$ cat config.mk
export PLATFORM = sky130hd
export DESIGN_NAME = alu_share_ctrl_flat
export DESIGN_NICKNAME = d
export VERILOG_FILES = /design/src/rtl/alu_pkg.sv /design/src/rtl/alu_share_ctrl_if.sv /design/src/rtl/alu.sv /design/src/rtl/rr_arb2.sv /design/src/rtl/alu_share_ctrl.sv /design/src/flat_wrapper.sv
export SDC_FILE = /design/constraint.sdc
export NUM_CORES = 1
export LEC_CHECK = 0
export BUFFER_PORTS_ARGS = -buffer_cell sky130_fd_sc_hd__buf_2
export CAP_MARGIN = 30
export CELL_PAD_IN_SITES_DETAIL_PLACEMENT = 1
export CELL_PAD_IN_SITES_GLOBAL_PLACEMENT = 1
export CORE_MARGIN = 8
export CORE_UTILIZATION = 48
export CTS_BUF_LIST = sky130_fd_sc_hd__clkbuf_4
export DETAILED_ROUTE_END_ITERATION = 6
export HOLD_SLACK_MARGIN = 0.05
export PLACE_DENSITY_LB_ADDON = 0.1
export SYNTH_ARGS = -nofsm -noshare
export SYNTH_HDL_FRONTEND = slang
export SYNTH_SLANG_ARGS = --single-unit
$ cat constraint.sdc
create_clock -name i_clk -period 13.2 [get_ports i_clk]
set_clock_uncertainty 0.1 [all_clocks]
set_input_delay 1.98 -clock i_clk [delete_from_list [all_inputs] [get_ports i_clk]]
set_output_delay 1.98 -clock i_clk [all_outputs]
set_load 0.005 [all_outputs]
$ cat src/rtl/alu_pkg.sv
// Shared definitions for the two-requester ALU front end: widths, ALU control codes
// and the legality check used to flag undefined codes.
package alu_pkg;

   localparam int unsigned DATA_W = 32;
   localparam int unsigned CTRL_W = 4;

   typedef enum logic [CTRL_W-1:0] {
      AluAdd  = 4'b0000,
      AluSll  = 4'b0001,
      AluSlt  = 4'b0010,
      AluSltu = 4'b0011,
      AluXor  = 4'b0100,
      AluSrl  = 4'b0101,
      AluOr   = 4'b0110,
      AluAnd  = 4'b0111,
      AluSub  = 4'b1000,
      AluLui  = 4'b1001,
      AluSra  = 4'b1101
   } alu_ctrl_e;

   function automatic logic is_legal_ctrl(input logic [CTRL_W-1:0] ctrl);
      case (ctrl)
         AluAdd, AluSll, AluSlt, AluSltu, AluXor, AluSrl,
         AluOr, AluAnd, AluSub, AluLui, AluSra: return 1'b1;
         default:                               return 1'b0;
      endcase
   endfunction

endpackage

$ cat src/rtl/alu_share_ctrl_if.sv
// Request/response bundle between the two requesters and the shared-ALU front end.
// Bit i of each 2-bit vector belongs to requester i.
interface alu_share_ctrl_if;
   import alu_pkg::*;

   logic [1:0]        req_valid;
   logic [1:0]        req_ready;
   logic [CTRL_W-1:0] req_ctrl0;
   logic [CTRL_W-1:0] req_ctrl1;
   logic [DATA_W-1:0] req_src1_0;
   logic [DATA_W-1:0] req_src1_1;
   logic [DATA_W-1:0] req_src2_0;
   logic [DATA_W-1:0] req_src2_1;
   logic [1:0]        rsp_valid;
   logic [1:0]        rsp_ready;
   logic [DATA_W-1:0] rsp_data0;
   logic [DATA_W-1:0] rsp_data1;
   logic [1:0]        rsp_err;

   modport master (
      output req_valid, req_ctrl0, req_ctrl1, req_src1_0, req_src1_1,
             req_src2_0, req_src2_1, rsp_ready,
      input  req_ready, rsp_valid, rsp_data0, rsp_data1, rsp_err
   );

   modport slave (
      input  req_valid, req_ctrl0, req_ctrl1, req_src1_0, req_src1_1,
             req_src2_0, req_src2_1, rsp_ready,
      output req_ready, rsp_valid, rsp_data0, rsp_data1, rsp_err
   );

endinterface

$ cat src/rtl/alu.sv
// Purely combinational integer ALU. Undefined control codes fall back to addition;
// flagging them is left to the caller.
module alu import alu_pkg::*; (
   input  logic [CTRL_W-1:0] i_ctrl,
   input  logic [DATA_W-1:0] i_src1,
   input  logic [DATA_W-1:0] i_src2,
   output logic [DATA_W-1:0] o_result
);

   logic [4:0] w_shamt;

   assign w_shamt = i_src2[4:0];

   always_comb begin
      o_result = i_src1 + i_src2;
      case (i_ctrl)
         AluSub:  o_result = i_src1 - i_src2;
         AluSll:  o_result = i_src1 << w_shamt;
         AluSlt:  o_result = {{(DATA_W-1){1'b0}}, ($signed(i_src1) < $signed(i_src2))};
         AluSltu: o_result = {{(DATA_W-1){1'b0}}, (i_src1 < i_src2)};
         AluXor:  o_result = i_src1 ^ i_src2;
         AluSrl:  o_result = i_src1 >> w_shamt;
         AluSra:  o_result = $signed(i_src1) >>> w_shamt;
         AluOr:   o_result = i_src1 | i_src2;
         AluAnd:  o_result = i_src1 & i_src2;
         AluLui:  o_result = i_src2;
         default: o_result = i_src1 + i_src2;
      endcase
   end

endmodule

$ cat src/rtl/rr_arb2.sv
// Two-way round-robin arbiter. The pointer names the preferred requester and flips to
// the other one after every grant; grants are forced off while in reset.
module rr_arb2 (
   input  logic       i_clk,
   input  logic       i_rst,
   input  logic [1:0] i_elig,
   output logic [1:0] o_grant
);

   logic r_ptr;
   logic w_ptr_d;

   always_comb begin
      o_grant = 2'b00;
      w_ptr_d = r_ptr;
      if (!i_rst) begin
         if (i_elig == 2'b11) begin
            o_grant = r_ptr ? 2'b10 : 2'b01;
         end else begin
            o_grant = i_elig;
         end
      end
      // Granting requester 0 prefers 1 next time, and vice versa.
      if (o_grant != 2'b00) begin
         w_ptr_d = o_grant[0];
      end
   end

   always_ff @(posedge i_clk) begin
      if (i_rst) begin
         r_ptr <= 1'b0;
      end else begin
         r_ptr <= w_ptr_d;
      end
   end

endmodule

$ cat src/rtl/alu_share_ctrl.sv
// Time-shares one ALU between two requesters: round-robin grant, operand mux, and a
// one-entry registered response slot per requester with drain-and-refill.
module alu_share_ctrl import alu_pkg::*; (
   input logic             i_clk,
   input logic             i_rst,
   alu_share_ctrl_if.slave io_bus
);

   logic [1:0]        w_elig;
   logic [1:0]        w_grant;
   logic              w_sel;
   logic [CTRL_W-1:0] w_ctrl;
   logic [DATA_W-1:0] w_src1;
   logic [DATA_W-1:0] w_src2;
   logic [DATA_W-1:0] w_result;
   logic              w_err;

   logic [1:0]        r_rsp_valid;
   logic [1:0]        r_rsp_err;
   logic [DATA_W-1:0] r_rsp_data [2];

   // A full slot is still eligible when it is being drained in the same cycle.
   assign w_elig = io_bus.req_valid & (~r_rsp_valid | io_bus.rsp_ready);

   rr_arb2 u_arb (
      .i_clk   (i_clk),
      .i_rst   (i_rst),
      .i_elig  (w_elig),
      .o_grant (w_grant)
   );

   assign io_bus.req_ready = w_grant;

   assign w_sel  = w_grant[1];
   assign w_ctrl = w_sel ? io_bus.req_ctrl1  : io_bus.req_ctrl0;
   assign w_src1 = w_sel ? io_bus.req_src1_1 : io_bus.req_src1_0;
   assign w_src2 = w_sel ? io_bus.req_src2_1 : io_bus.req_src2_0;

   alu u_alu (
      .i_ctrl   (w_ctrl),
      .i_src1   (w_src1),
      .i_src2   (w_src2),
      .o_result (w_result)
   );

   assign w_err = ~is_legal_ctrl(w_ctrl);

   always_ff @(posedge i_clk) begin
      if (i_rst) begin
         r_rsp_valid   <= 2'b00;
         r_rsp_err     <= 2'b00;
         r_rsp_data[0] <= '0;
         r_rsp_data[1] <= '0;
      end else begin
         for (int i = 0; i < 2; i++) begin
            if (w_grant[i]) begin
               r_rsp_valid[i] <= 1'b1;
               r_rsp_err[i]   <= w_err;
               r_rsp_data[i]  <= w_result;
            end else if (io_bus.rsp_ready[i]) begin
               r_rsp_valid[i] <= 1'b0;
               r_rsp_err[i]   <= 1'b0;
            end
         end
      end
   end

   assign io_bus.rsp_valid = r_rsp_valid;
   assign io_bus.rsp_err   = r_rsp_err;
   assign io_bus.rsp_data0 = r_rsp_data[0];
   assign io_bus.rsp_data1 = r_rsp_data[1];

endmodule

$ cat src/flat_wrapper.sv
// flat-port wrapper written by rule: the top's interface ports become plain ports
module alu_share_ctrl_flat import alu_pkg::*;
  (i_clk, i_rst, io_bus_req_valid, io_bus_req_ctrl0, io_bus_req_ctrl1, io_bus_req_src1_0, io_bus_req_src1_1, io_bus_req_src2_0, io_bus_req_src2_1, io_bus_rsp_ready, io_bus_req_ready, io_bus_rsp_valid, io_bus_rsp_data0, io_bus_rsp_data1, io_bus_rsp_err);
  alu_share_ctrl_if io_bus_i ();
  input logic i_clk;
  input logic i_rst;
  input wire logic [$bits(io_bus_i.req_valid)-1:0] io_bus_req_valid;
  input wire logic [$bits(io_bus_i.req_ctrl0)-1:0] io_bus_req_ctrl0;
  input wire logic [$bits(io_bus_i.req_ctrl1)-1:0] io_bus_req_ctrl1;
  input wire logic [$bits(io_bus_i.req_src1_0)-1:0] io_bus_req_src1_0;
  input wire logic [$bits(io_bus_i.req_src1_1)-1:0] io_bus_req_src1_1;
  input wire logic [$bits(io_bus_i.req_src2_0)-1:0] io_bus_req_src2_0;
  input wire logic [$bits(io_bus_i.req_src2_1)-1:0] io_bus_req_src2_1;
  input wire logic [$bits(io_bus_i.rsp_ready)-1:0] io_bus_rsp_ready;
  output wire logic [$bits(io_bus_i.req_ready)-1:0] io_bus_req_ready;
  output wire logic [$bits(io_bus_i.rsp_valid)-1:0] io_bus_rsp_valid;
  output wire logic [$bits(io_bus_i.rsp_data0)-1:0] io_bus_rsp_data0;
  output wire logic [$bits(io_bus_i.rsp_data1)-1:0] io_bus_rsp_data1;
  output wire logic [$bits(io_bus_i.rsp_err)-1:0] io_bus_rsp_err;
  assign io_bus_i.req_valid = io_bus_req_valid;
  assign io_bus_i.req_ctrl0 = io_bus_req_ctrl0;
  assign io_bus_i.req_ctrl1 = io_bus_req_ctrl1;
  assign io_bus_i.req_src1_0 = io_bus_req_src1_0;
  assign io_bus_i.req_src1_1 = io_bus_req_src1_1;
  assign io_bus_i.req_src2_0 = io_bus_req_src2_0;
  assign io_bus_i.req_src2_1 = io_bus_req_src2_1;
  assign io_bus_i.rsp_ready = io_bus_rsp_ready;
  assign io_bus_req_ready = io_bus_i.req_ready;
  assign io_bus_rsp_valid = io_bus_i.rsp_valid;
  assign io_bus_rsp_data0 = io_bus_i.rsp_data0;
  assign io_bus_rsp_data1 = io_bus_i.rsp_data1;
  assign io_bus_rsp_err = io_bus_i.rsp_err;
  alu_share_ctrl u_core (.i_clk(i_clk), .i_rst(i_rst), .io_bus(io_bus_i));
endmodule
# Word level (Yosys, flattened, before mapping)
# Memories as Yosys holds them, arrays and structs flattened.
# Index checks and enable logic that the tools add are counted.
# word_totals
regBits,5
ram_bits,64
mem_bits_ro,16
input_bits,142
elab_cells,60
mem_count,2
# memory_table
name,words,word_bits,read_ports,rd_clocked_by_memory_dff,wr,line,text
u_core.r_rsp_data,2,32,2,0,2,alu_share_ctrl.sv:20,logic [DATA_W-1:0] r_rsp_data [2];
(name not given),16,1,1,0,0,alu_pkg.sv:23,case (ctrl)
# classes
add_sub_neg,2
order_cmp,2
n_eq_ne,11
shift,3
n_mux,23
n_bitwise,9
reduce_logical,3
# op_table
cell,n
$pmux 32 s10,1
$mux 32,4
$lt 32x32->1,2
$add 32x32->32,1
$and 32x32->32,1
$or 32x32->32,1
$shl 32x5->32,1
$shr 32x5->32,1
$sshr 32x5->32,1
$sub 32x32->32,1
$xor 32x32->32,1
$eq 4x3->1 const B,4
$mux 1,14
$eq 4x4->1 const B,3
$eq 4x2->1 const B,2
$mux 2,3
$reduce_bool 2->1,3
$eq 4x1->1 const B,1
$mux 4,1
$and 2x2->2,1
$eq 2x2->1 const B,1
$not 2->2,1
$or 1x1->1,2
$or 2x2->2,1
$not 1->1,1

# Depth between registers and ports, before layout
# Gate-level depths: netlist of run 1.
# depth
word_depth,10
depth_mapped,23
mapped_depth_nobuf,19

# Modules after synthesis
# From an unflattened synthesis of run 1, not the netlist that was laid out.
# unflattened
hier_cells,1475
area_unflattened_um2,12609.6
# modules_own_cells
mod,instances,cells_each,area_each_um2,seq_area_each_um2
alu,1,1268,9022.4,0.0
alu_share_ctrl,1,201,3525.9,2001.9
rr_arb2,1,6,61.3,20.0

# Worst setup path after synthesis of run 1
# Ideal clock, no wire load.
# synth_timing
path_kind,input to register
from,input io_bus_rsp_ready[1]
to,memory u_core.r_rsp_data[0][25] (data pin)
setup_time_ps,197
t_arrival_ps,6440
setup_slack_ps,6463
cell_stages,23
path_cell_list,nand2b_4 -> and3b_4 -> nand2_4 -> buf_4 -> buf_4 -> buf_4 -> buf_2 -> buf_1 -> buf_1 -> nand2_1 -> nand2_1 -> ha_1 -> buf_1 -> or4_1 -> nor4b_1 -> nor3b_1 -> a22oi_1 -> o2111ai_1 -> o211ai_1 -> o21bai_1 -> xnor2_1 -> nand2_1 -> a221oi_1
# synth_lines
element,line,text
"start, declared",flat_wrapper.sv:14,input wire logic [$bits(io_bus_i.rsp_ready)-1:0] io_bus_rsp_ready;
"end, declared",alu_share_ctrl.sv:20,

==> run summary, run 1 <==
Max Used Layer -> met5
WL met1 -> 27,600 um
CTS-repair resized insts -> 0
Met2 routed WL -> 31,600 um
Final hold vios -> 0
Synth Net Count -> 2,138
Final #Nets -> 2,236
CTS Hold Bufs -> 0
Worst-margin pin slew -> 1110 ps
Postcts setup bufs -> 0
Pre-antenna DRT Iters -> 6
Site row count -> 63
EDFF count, synth -> 64
Final setup vio count -> 0
Die ar. -> 0.0355 sq mm
Share of cells above drive strength 1 -> 0.194
DRC -> 0
Mapped Area -> 0.0143 sq mm
Setup CP Type -> primary input to flop
Layout Area Growth over Synthesis -> 9.00%
CTS Buffer Depth -> 2
Yosys warnings -> 0
First-pass GRT wire length -> 105,000 um
Dpl cell area -> 0.0153 sq mm
Period Utilization, post-route -> 0.616
Starting density of the core -> 0.484
Clock sinks -> 69
Number of global-route vias before repair -> 16,800
Outcome -> finished clean
H-Tree Level Count -> 3
DPL Wire Length -> 54,600 um
Hold depth -> 2
Design Area, Final -> 0.0155 sq mm
Hold Crit Class -> flop to flop
Drt total wl -> 70,600 um
CTS tree -> done
Die height -> 188 um
Post-route ant nets -> 0
Starting DRT DRC Count -> 1,848
Final Total Pwr -> 1.33 mW
Multi-input combinational cell area -> 0.0112 sq mm
Final core occ -> 0.527
Clk slew on worst S/H paths -> 150 ps
Per-cell routed wire length -> 29.5 um
Hold Startpoint -> u_core.io_bus.rsp_err[0]
Vias -> 16,500
Syn Area/Cell -> 7.52 sq um
Final Max Tran Viols -> 0
Worst setup startpoint -> i_rst
RePlAce Congestion -> 1.04
Setup WS post-layout -> 5060 ps
Post-synth top flop -> edfxtp_1
Yosys reg bits -> 69
Sequential-to-total area share from yosys stat -> 0.142
Cells along the critical path -> buf_2 -> and3b_4 -> nand2_4 -> inv_4 -> buf_4 -> mux2i_1 -> inv_1 -> ha_1 -> or4_1 -> nor4b_1 -> nor3b_1 -> inv_1 -> o2111ai_1 -> o211ai_1 -> o21bai_1 -> xnor2_1 -> nand2_1 -> a221oi_1
Via/cell ratio -> 6.92
WP data required -> 13,370 ps
R2R Path Start -> u_core.io_bus.rsp_valid[1]
Async SR Flop Fraction -> 0
Startpoint Class -> primary input
Die W -> 188 um
PD cells -> 85.8 mW/mm^2
PortBufs -> 211
Slowest cell on crit path -> or4_1
Worst VDD drop -> 0.0663 mV
Clock latency on the worst-skew pair -> 480 ps
Global route overflow -> 0
Num CTS Buffers -> 9
Max cap viols -> 0
I/O pin count -> 212
Worst-path maximum fanout -> 41
Initial antenna violation count -> 4
Critical path's largest stage delay -> 650 ps
CORE AREA -> 0.0295 sq mm
R2R cell count -> 18
Setup TNS -> 0 ps
Minimum clock period -> 8140 ps
Leak pwr -> 6.64 nW
Rel. slew slack -> 0.238
Netlist cell types -> 96
CP dominant cell by count -> inv_1
Crit. End Element -> flop
CTS root buffer -> clkbuf_4
GRT Util Overall -> 0.378
Met3 wire len -> 6420 um
Mapped Cells -> 1,898
Pin count of the biggest net entering global routing -> 81
Register area -> 0.00202 sq mm
Unrepaired setup endpoints after global routing -> false
Pre-CTS WS -> 4840 ps
Filler cells -> 3,804
WP data arrival -> 8300 ps
Highest Clock Rate -> 123 MHz
[worst paths after layout]
kind	endpoint	slack [ps]
max	u_core.r_rsp_data[0][57]	5060
min	u_core.io_bus.rsp_err[0]	400
max reg2reg	u_core.r_rsp_data[0][57]	6370
min reg2reg	u_core.io_bus.rsp_err[0]	400
[cell families (layout without fill, tap and decap cells)]
| group | Yosys count | after routing | share of synthesized area |
|---|---|---|---|
| adders and majority gates | 98 | 98 | 0.0865 |
| AOI/OAI and AO/OA | 623 | 623 | 0.295 |
| DFF | 69 | 69 | 0.142 |
| buffers and inverters | 245 | 348 | 0.0747 |
| xor gates and xnor gates | 49 | 49 | 0.0301 |
| muxes | 216 | 216 | 0.173 |
| other | 0 | 1 | 0 |
| and+or+nand+nor | 598 | 598 | 0.199 |
[layout make-up]
type,instances,area share
Multi-Input combinational cell,1584,0.722
Sequential cell,69,0.130
Timing Repair Buffer,237,0.0826
Tap cell,390,0.0314
Inverter,95,0.0233
Clock inverter,7,0.00579
Clock buffer,9,0.00435
Antenna cell,1,0.000161
[layout by cell type (no fill, tap or decap), types with 63 or more instances in the layout]
cell,instances
ha_1,97
buf_2,211
a21oi_1,175
mux2_2,63
o21ai_0,93
inv_1,88
nor2_1,125
nand2_1,230
mux2i_1,127
edfxtp_1,64
[synthesized netlist by cell type, types with 8 or more instances]
cell	count	share of area
a2111oi_0	16	0.0098
a211oi_1	41	0.022
a21o_1	23	0.012
a21oi_1	176	0.062
a221o_1	9	0.0063
a221oi_1	33	0.020
a31o_2	8	0.0049
a31oi_1	19	0.0083
and3_1	14	0.0061
buf_1	15	0.0039
buf_2	58	0.020
buf_4	9	0.0047
clkbuf_1	63	0.017
edfxtp_1	64	0.13
ha_1	97	0.085
inv_1	88	0.023
mux2_2	63	0.050
mux2i_1	132	0.093
mux4_2	17	0.027
nand2_1	230	0.061
nand2b_1	34	0.015
nand3_1	36	0.013
nand4_1	10	0.0044
nor2_1	125	0.033
nor2b_1	54	0.024
nor3_1	35	0.012
nor4_1	10	0.0044
o2111ai_1	11	0.0068
o211ai_1	37	0.019
o21a_1	11	0.0058
o21ai_0	93	0.033
o21ai_1	10	0.0035
o21bai_1	20	0.011
o221ai_1	9	0.0055
o22ai_1	19	0.0083
o31ai_1	18	0.0095
or3_1	9	0.0039
xnor2_1	42	0.026
[per-stage QoR]
step,hold WS [ps],instances
after detailed placement,367,2373
after CTS,405,2389
after global routing,439,2392
after floorplan,378,1898
final,401,2392
after global placement,371,2373
[flip-flops by register name, summed over array words and instances, names as in the netlist]
name / count
u_core.u_arb.r_ptr: 1
u_core.io_bus.rsp_valid: 2
u_core.r_rsp_data: 64
u_core.io_bus.rsp_err: 2
[layer usage]
metal / vias up / track usage
met5: - / 0
met4: 6 / 0.227
met3: 236 / 0.0758
met2: 954 / 0.605
met1: 8105 / 0.464
li1: 7245 / -
[critical path: cells and delay by family]
kind / cells / cell delay, ps
AOI/OAI and AO/OA: 4 / 1320
xor gates and xnor gates: 1 / 150
adders and majority gates: 1 / 510
buffers and inverters: 5 / 1420
muxes: 1 / 450
and+or+nand+nor: 6 / 2380
[where the power goes]
group / switching (mW) / total [mW] / internal, mW
sequential: 0.00846 / 0.281 / 0.273
combinational: 0.574 / 0.879 / 0.305
clock: 0.0976 / 0.173 / 0.0757
total: 0.680 / 1.33 / 0.654
(Power assumes the default switching activity.)
==> run 2, diff against run 1 <==
--- a/config.mk
+++ b/config.mk
@@ -10,7 +10,7 @@
 export CELL_PAD_IN_SITES_DETAIL_PLACEMENT = 1
 export CELL_PAD_IN_SITES_GLOBAL_PLACEMENT = 1
 export CORE_MARGIN = 8
-export CORE_UTILIZATION = 48
+export CORE_UTILIZATION = 44
 export CTS_BUF_LIST = sky130_fd_sc_hd__clkbuf_4
 export DETAILED_ROUTE_END_ITERATION = 6
 export HOLD_SLACK_MARGIN = 0.05
==> constraint.sdc (replaced) <==
create_clock -name i_clk -period 7.85 [get_ports i_clk]
set_clock_uncertainty 0.1 [all_clocks]
set_input_delay 1.1775 -clock i_clk [delete_from_list [all_inputs] [get_ports i_clk]]
set_output_delay 1.1775 -clock i_clk [all_outputs]
set_load 0.005 [all_outputs]
==> run 2 against run 1 <==
Against the previous run: critical path depth fell by 1; final cell count rose by 1.2%; die area up 8.3%.
==> run summary, run 2 (synthesized netlist as in run 1, its figures left out) <==
Outcome -> finished clean
Die height -> 196 um (+4.1%)
Most common cell after layout, fill and taps aside -> nand2_1
CTS-repair resized insts -> 0 (unchanged)
Die ar. -> 0.0384 sq mm (+8.3%)
Worst R2R Setup Slack -> 1900 ps (-4470 ps)
GRT Util Overall -> 0.359 (-0.0188)
Final Max Tran Viols -> 0 (unchanged)
Max cap viols -> 0 (unchanged)
Num CTS Buffers -> 9 (unchanged)
Worst-path maximum fanout -> 48 (+17%)
R2R cell count -> 17 (-1)
Final Total Pwr -> 2.19 mW (+64%)
Placed cell count -> 2,400 (+1.1%)
Number of global-route vias before repair -> 16,500 (-2.1%)
Starting DRT DRC Count -> 1,870 (+1.2%)
Pre-CTS WS -> 1060 ps (-3780 ps)
DRC -> 0 (unchanged)
CP dominant cell by count -> inv_1
Clk slew on worst S/H paths -> 140 ps (about the same)
Filler cells -> 4,102 (+7.8%)
Setup CP Type -> primary input to flop
H-Tree Level Count -> 3 (unchanged)
CTS Buffer Depth -> 2 (unchanged)
RePlAce Congestion -> 1.04 (+0.36%)
Hold Crit Class -> flop to flop
Most frequent cells in the layout -> nand2_1, buf_2, a21oi_1
I/O pin count -> 212 (unchanged)
Worst VDD drop -> 0.0910 mV (+37%)
Vias -> 16,400 (-1.0%)
Die W -> 196 um (+4.1%)
Multi-input combinational cell area -> 0.0112 sq mm (unchanged)
Setup TNS -> 0 ps (unchanged)
CORE AREA -> 0.0322 sq mm (+9.2%)
Clock latency on the worst-skew pair -> 500 ps (+20 ps)
Layout Area Growth over Synthesis -> 9.57%
Largest reg by FF count -> u_core.r_rsp_data
Cells along the critical path -> buf_2 -> and3b_4 -> nand2_4 -> inv_4 -> mux2i_1 -> inv_1 -> ha_1 -> or4_1 -> nor4b_1 -> nor3b_1 -> inv_1 -> o2111ai_1 -> o211ai_1 -> o21bai_1 -> xnor2_1 -> nand2_1 -> a221oi_1
PortBufs -> 211 (unchanged)
Pin count of the biggest net entering global routing -> 107 (+32%)
Setup WS post-layout -> 1430 ps (-3630 ps)
Slowest cell on crit path -> or4_1
Final #Nets -> 2,243 (+0.31%)
Via/cell ratio -> 6.77 (-2.1%)
Post-route ant nets -> 0 (unchanged)
CTS root buffer -> clkbuf_4
Global route overflow -> 0 (unchanged)
Postcts setup bufs -> 0 (unchanged)
Share of cells above drive strength 1 -> 0.197 (+0.00281)
Hold depth -> 2 (unchanged)
Pre-antenna DRT Iters -> 5 (-1)
Rel. slew slack -> 0.264 (+0.0254)
WP data required -> 8050 ps (-5320 ps)
First-pass GRT wire length -> 106,000 um (+1.1%)
Dpl cell area -> 0.0155 sq mm (+1.0%)
Leak pwr -> 6.66 nW (+0.24%)
Starting density of the core -> 0.443 (-0.0409)
Period Utilization, post-route -> 0.818
Drt total wl -> 71,100 um (+0.74%)
CTS tree -> done
Worst-margin pin slew -> 1080 ps (-37.1 ps)
Unrepaired setup endpoints after global routing -> false
Design Area, Final -> 0.0156 sq mm (+0.52%)
Crit. End Element -> flop
Minimum clock period -> 6420 ps
Non-filler cells, final -> 2,420 (+1.2%)
Final hold vios -> 0 (unchanged)
WP data arrival -> 6620 ps (-1680 ps)
Register area -> 0.00202 sq mm (unchanged)
Per-cell routed wire length -> 29.4 um (-0.42%)
Critical path's largest stage delay -> 620 ps (-30 ps)
Final setup vio count -> 0 (unchanged)
Initial antenna violation count -> 4 (unchanged)
Max reg flops -> 64 (unchanged)
Site row count -> 66 (+4.8%)
CTS Hold Bufs -> 0 (unchanged)
Startpoint Class -> primary input
Clock sinks -> 69 (unchanged)
PD cells -> 140 mW/mm^2 (+63%)
Highest Clock Rate -> 156 MHz
DPL Wire Length -> 55,900 um (+2.3%)
[run 2: layer usage]
metal | part of all wire | track usage | wire [um]
met5 | 0.00037 | 0 | 26
met3 | 0.077 | 0.0560 | 5440
met1 | 0.41 | 0.461 | 29100
met2 | 0.46 | 0.585 | 32800
met4 | 0.052 | 0.169 | 3670
[run 2: worst paths after layout]
check,from,end
setup reg to reg,u_core.io_bus.rsp_valid[1],u_core.r_rsp_data[0][57]
setup / recovery,i_rst,u_core.r_rsp_data[0][57]
hold / removal,u_core.io_bus.rsp_err[0],u_core.io_bus.rsp_err[0]
hold reg to reg,u_core.io_bus.rsp_err[0],u_core.io_bus.rsp_err[0]
[run 2: metrics by stage]
step                 util  hold WS [ps]
finish              0.485           403
global route        0.485           427
CTS                 0.485           408
detailed placement  0.481           376
global placement    0.479           369
floorplan               -           378
[run 2: power by group]
group / switching, mW / total, mW / internal (mW)
clock network: 0.172 / 0.242 / 0.0702
logic: 0.957 / 1.48 / 0.519
registers: 0.0135 / 0.472 / 0.459
total: 1.14 / 2.19 / 1.05
[run 2: final cells by class]
type,instances,area share
multi-input cells,1584,0.719
repair buffers,244,0.0877
flip-flops and latches,69,0.129
well taps,408,0.0327
clock buffers,10,0.00480
clock inverters,6,0.00304
diodes,4,0.000640
inverters,95,0.0231
[run 2: worst max-delay path, delay by kind of cell]
family / cells / cell delay (ps)
adders and majority gates: 1 / 510
and+or+nand+nor: 6 / 2050
xor gates and xnor gates: 1 / 150
buffers and inverters: 4 / 940
muxes: 1 / 450
AOI/OAI and AO/OA: 4 / 1310
==> run 3, diff against run 2 <==
--- a/config.mk
+++ b/config.mk
@@ -10,7 +10,7 @@
 export CELL_PAD_IN_SITES_DETAIL_PLACEMENT = 1
 export CELL_PAD_IN_SITES_GLOBAL_PLACEMENT = 1
 export CORE_MARGIN = 8
-export CORE_UTILIZATION = 44
+export CORE_UTILIZATION = 40
 export CTS_BUF_LIST = sky130_fd_sc_hd__clkbuf_4
 export DETAILED_ROUTE_END_ITERATION = 6
 export HOLD_SLACK_MARGIN = 0.05
==> constraint.sdc (replaced) <==
create_clock -name i_clk -period 5.3 [get_ports i_clk]
set_clock_uncertainty 0.1 [all_clocks]
set_input_delay 0.795 -clock i_clk [delete_from_list [all_inputs] [get_ports i_clk]]
set_output_delay 0.795 -clock i_clk [all_outputs]
set_load 0.005 [all_outputs]
==> run 3 against run 2 <==
Against the previous run: final cell count is 5.9% higher; utilization is 2.1 points lower; count of clock-buffer cells in the layout is 1 lower; largest power group unchanged.
==> run summary, run 3 (synthesized netlist as in run 1, its figures left out) <==
Outcome -> finished clean
Global route overflow -> 0 (unchanged)
H-Tree Level Count -> 3 (unchanged)
Hold_ws -> 408 ps (+4.28 ps)
PortBufs -> 211 (unchanged)
Leak pwr -> 7.12 nW (+6.9%)
Site row count -> 69 (+4.5%)
First-pass GRT wire length -> 111,000 um (+4.8%)
Worst-margin pin slew -> 915 ps (-161 ps)
Pin count of the biggest net entering global routing -> 82 (-23%)
Crit. End Element -> flop
Num CTS Buffers -> 9 (unchanged)
Clk slew on worst S/H paths -> 130 ps (about the same)
GRT Util Overall -> 0.349 (-0.0106)
Rel. slew slack -> 0.390 (+0.126)
Largest reg by FF count -> u_core.r_rsp_data
Share of cells above drive strength 1 -> 0.232 (+0.0353)
CTS root buffer -> clkbuf_4
Setup CP Type -> primary input to flop
Minimum clock period -> 4950 ps
Most common cell after layout, fill and taps aside -> nand2_1
I/O pin count -> 212 (unchanged)
Worst-path maximum fanout -> 9 (-81%)
Final setup vio count -> 0 (unchanged)
Most frequent cells in the layout -> nand2_1, buf_2, a21oi_1
Final core occ -> 0.464 (-0.0212)
Starting DRT DRC Count -> 1,814 (-3.0%)
Startpoint Class -> primary input
Clock sinks -> 69 (unchanged)
Die W -> 205 um (+4.5%)
DPL Wire Length -> 60,300 um (+7.9%)
Die height -> 205 um (+4.5%)
Worst VDD drop -> 0.137 mV (+50%)
Pre-CTS WS -> -76.2 ps (-1140 ps)
Via/cell ratio -> 6.49 (-4.2%)
Unrepaired setup endpoints after global routing -> false
Hold Crit Class -> flop to flop
Drt total wl -> 74,800 um (+5.2%)
Post-route ant nets -> 0 (unchanged)
Pre-antenna DRT Iters -> 6 (+1)
Final Total Pwr -> 3.36 mW (+53%)
CTS tree -> done
Number of global-route vias before repair -> 17,300 (+5.0%)
Starting density of the core -> 0.404 (-0.0389)
Final #Nets -> 2,334 (+4.1%)
Non-filler cells, final -> 2,562 (+5.9%)
Per-cell routed wire length -> 29.2 um (-0.65%)
CTS Hold Bufs -> 0 (unchanged)
CORE AREA -> 0.0353 sq mm (+9.6%)
CTS Buffer Depth -> 2 (unchanged)
Hold Startpoint -> u_core.io_bus.rsp_err[1]
Setup WS post-layout -> 354 ps (-1080 ps)
WP data required -> 5500 ps (-2550 ps)
Placed cell count -> 2,543 (+6.0%)
Worst setup startpoint -> io_bus_rsp_ready[1]
Max reg flops -> 64 (unchanged)
Initial antenna violation count -> 2 (-2)
Max cap viols -> 0 (unchanged)
Postcts setup bufs -> 0 (unchanged)
DRC -> 0 (unchanged)
Period Utilization, post-route -> 0.933
R2R Path Start -> u_core.io_bus.rsp_valid[1]
Final Max Tran Viols -> 0 (unchanged)
CTS-repair resized insts -> 0 (unchanged)
RePlAce Congestion -> 1.05 (+0.94%)
Filler cells -> 4,471 (+9.0%)
PD cells -> 205 mW/mm^2 (+46%)
Die ar. -> 0.0420 sq mm (+9.2%)
Layout Area Growth over Synthesis -> 14.9%
WP data arrival -> 5150 ps (-1470 ps)
Clock latency on the worst-skew pair -> 490 ps (about the same)
Vias -> 16,600 (+1.5%)
Final hold vios -> 0 (unchanged)
Highest Clock Rate -> 202 MHz
run 3: changes by cell type in the layout (fill, tap and decap cells not counted), moves of 2 or more:
cell / before / now
diode_2: 4 / 2
buf_12: 4 / 6
buf_4: 27 / 117
inv_6: 2 / 0
clkinv_2: 0 / 3
clkinvlp_4: 4 / 2
run 3: layout make-up:
type / count / area [sq um] / area share
clock buffer: 9 / 67.6 / 0.00412
antenna: 2 / 5.00 / 0.000305
sequential: 69 / 2020 / 0.123
timing repair buffer: 335 / 2080 / 0.127
tap: 461 / 577 / 0.0352
clock inverter: 7 / 42.5 / 0.00260
multi-input combinational: 1584 / 11200 / 0.685
inverter: 95 / 362 / 0.0221
run 3: through the flow:
stage | TNS [ps] | cell area, sq um
after floorplan | 0 | 14300
after global placement | 0 | 16200
after detailed placement | -267 | 16300
after CTS | 0 | 16400
after global routing | 0 | 16400
final | 0 | 16400
run 3: power breakdown:
| part | total [mW] | switching (mW) | internal (mW) |
|---|---|---|---|
| clock | 0.334 | 0.241 | 0.0923 |
| sequential | 0.700 | 0.0208 | 0.679 |
| combinational | 2.33 | 1.46 | 0.863 |
run 3: path summary, 6_finish.rpt:
| path | slack (ps) | depth (start not counted) | to |
|---|---|---|---|
| max reg2reg | 400 | 18 | u_core.r_rsp_data[0][25] |
| min reg2reg | 410 | 1 | u_core.io_bus.rsp_err[1] |
| min | 410 | 1 | u_core.io_bus.rsp_err[1] |
| max | 350 | 19 | u_core.r_rsp_data[0][25] |
run 3: worst max-delay path, stage by stage:
cell	delay (ps)
buf_2	90
nand2b_4	140
and3b_4	220
nand2_4	70
inv_4	170
buf_4	270
mux2i_1	370
inv_1	80
ha_1	310
or4_1	540
nor4b_1	430
nor3b_2	270
inv_1	80
o2111ai_1	320
o211ai_1	190
o21bai_1	210
xnor2_1	150
nand2_1	70
a221oi_1	340
run 3: metal layers:
metal  wire length [um]  track usage  up-vias
li1                   -            -     7427
met3               5530       0.0625      196
met4               4200        0.173        0
met1              30500        0.434     8255
met5                  0            0        -
met2              34600        0.573      744
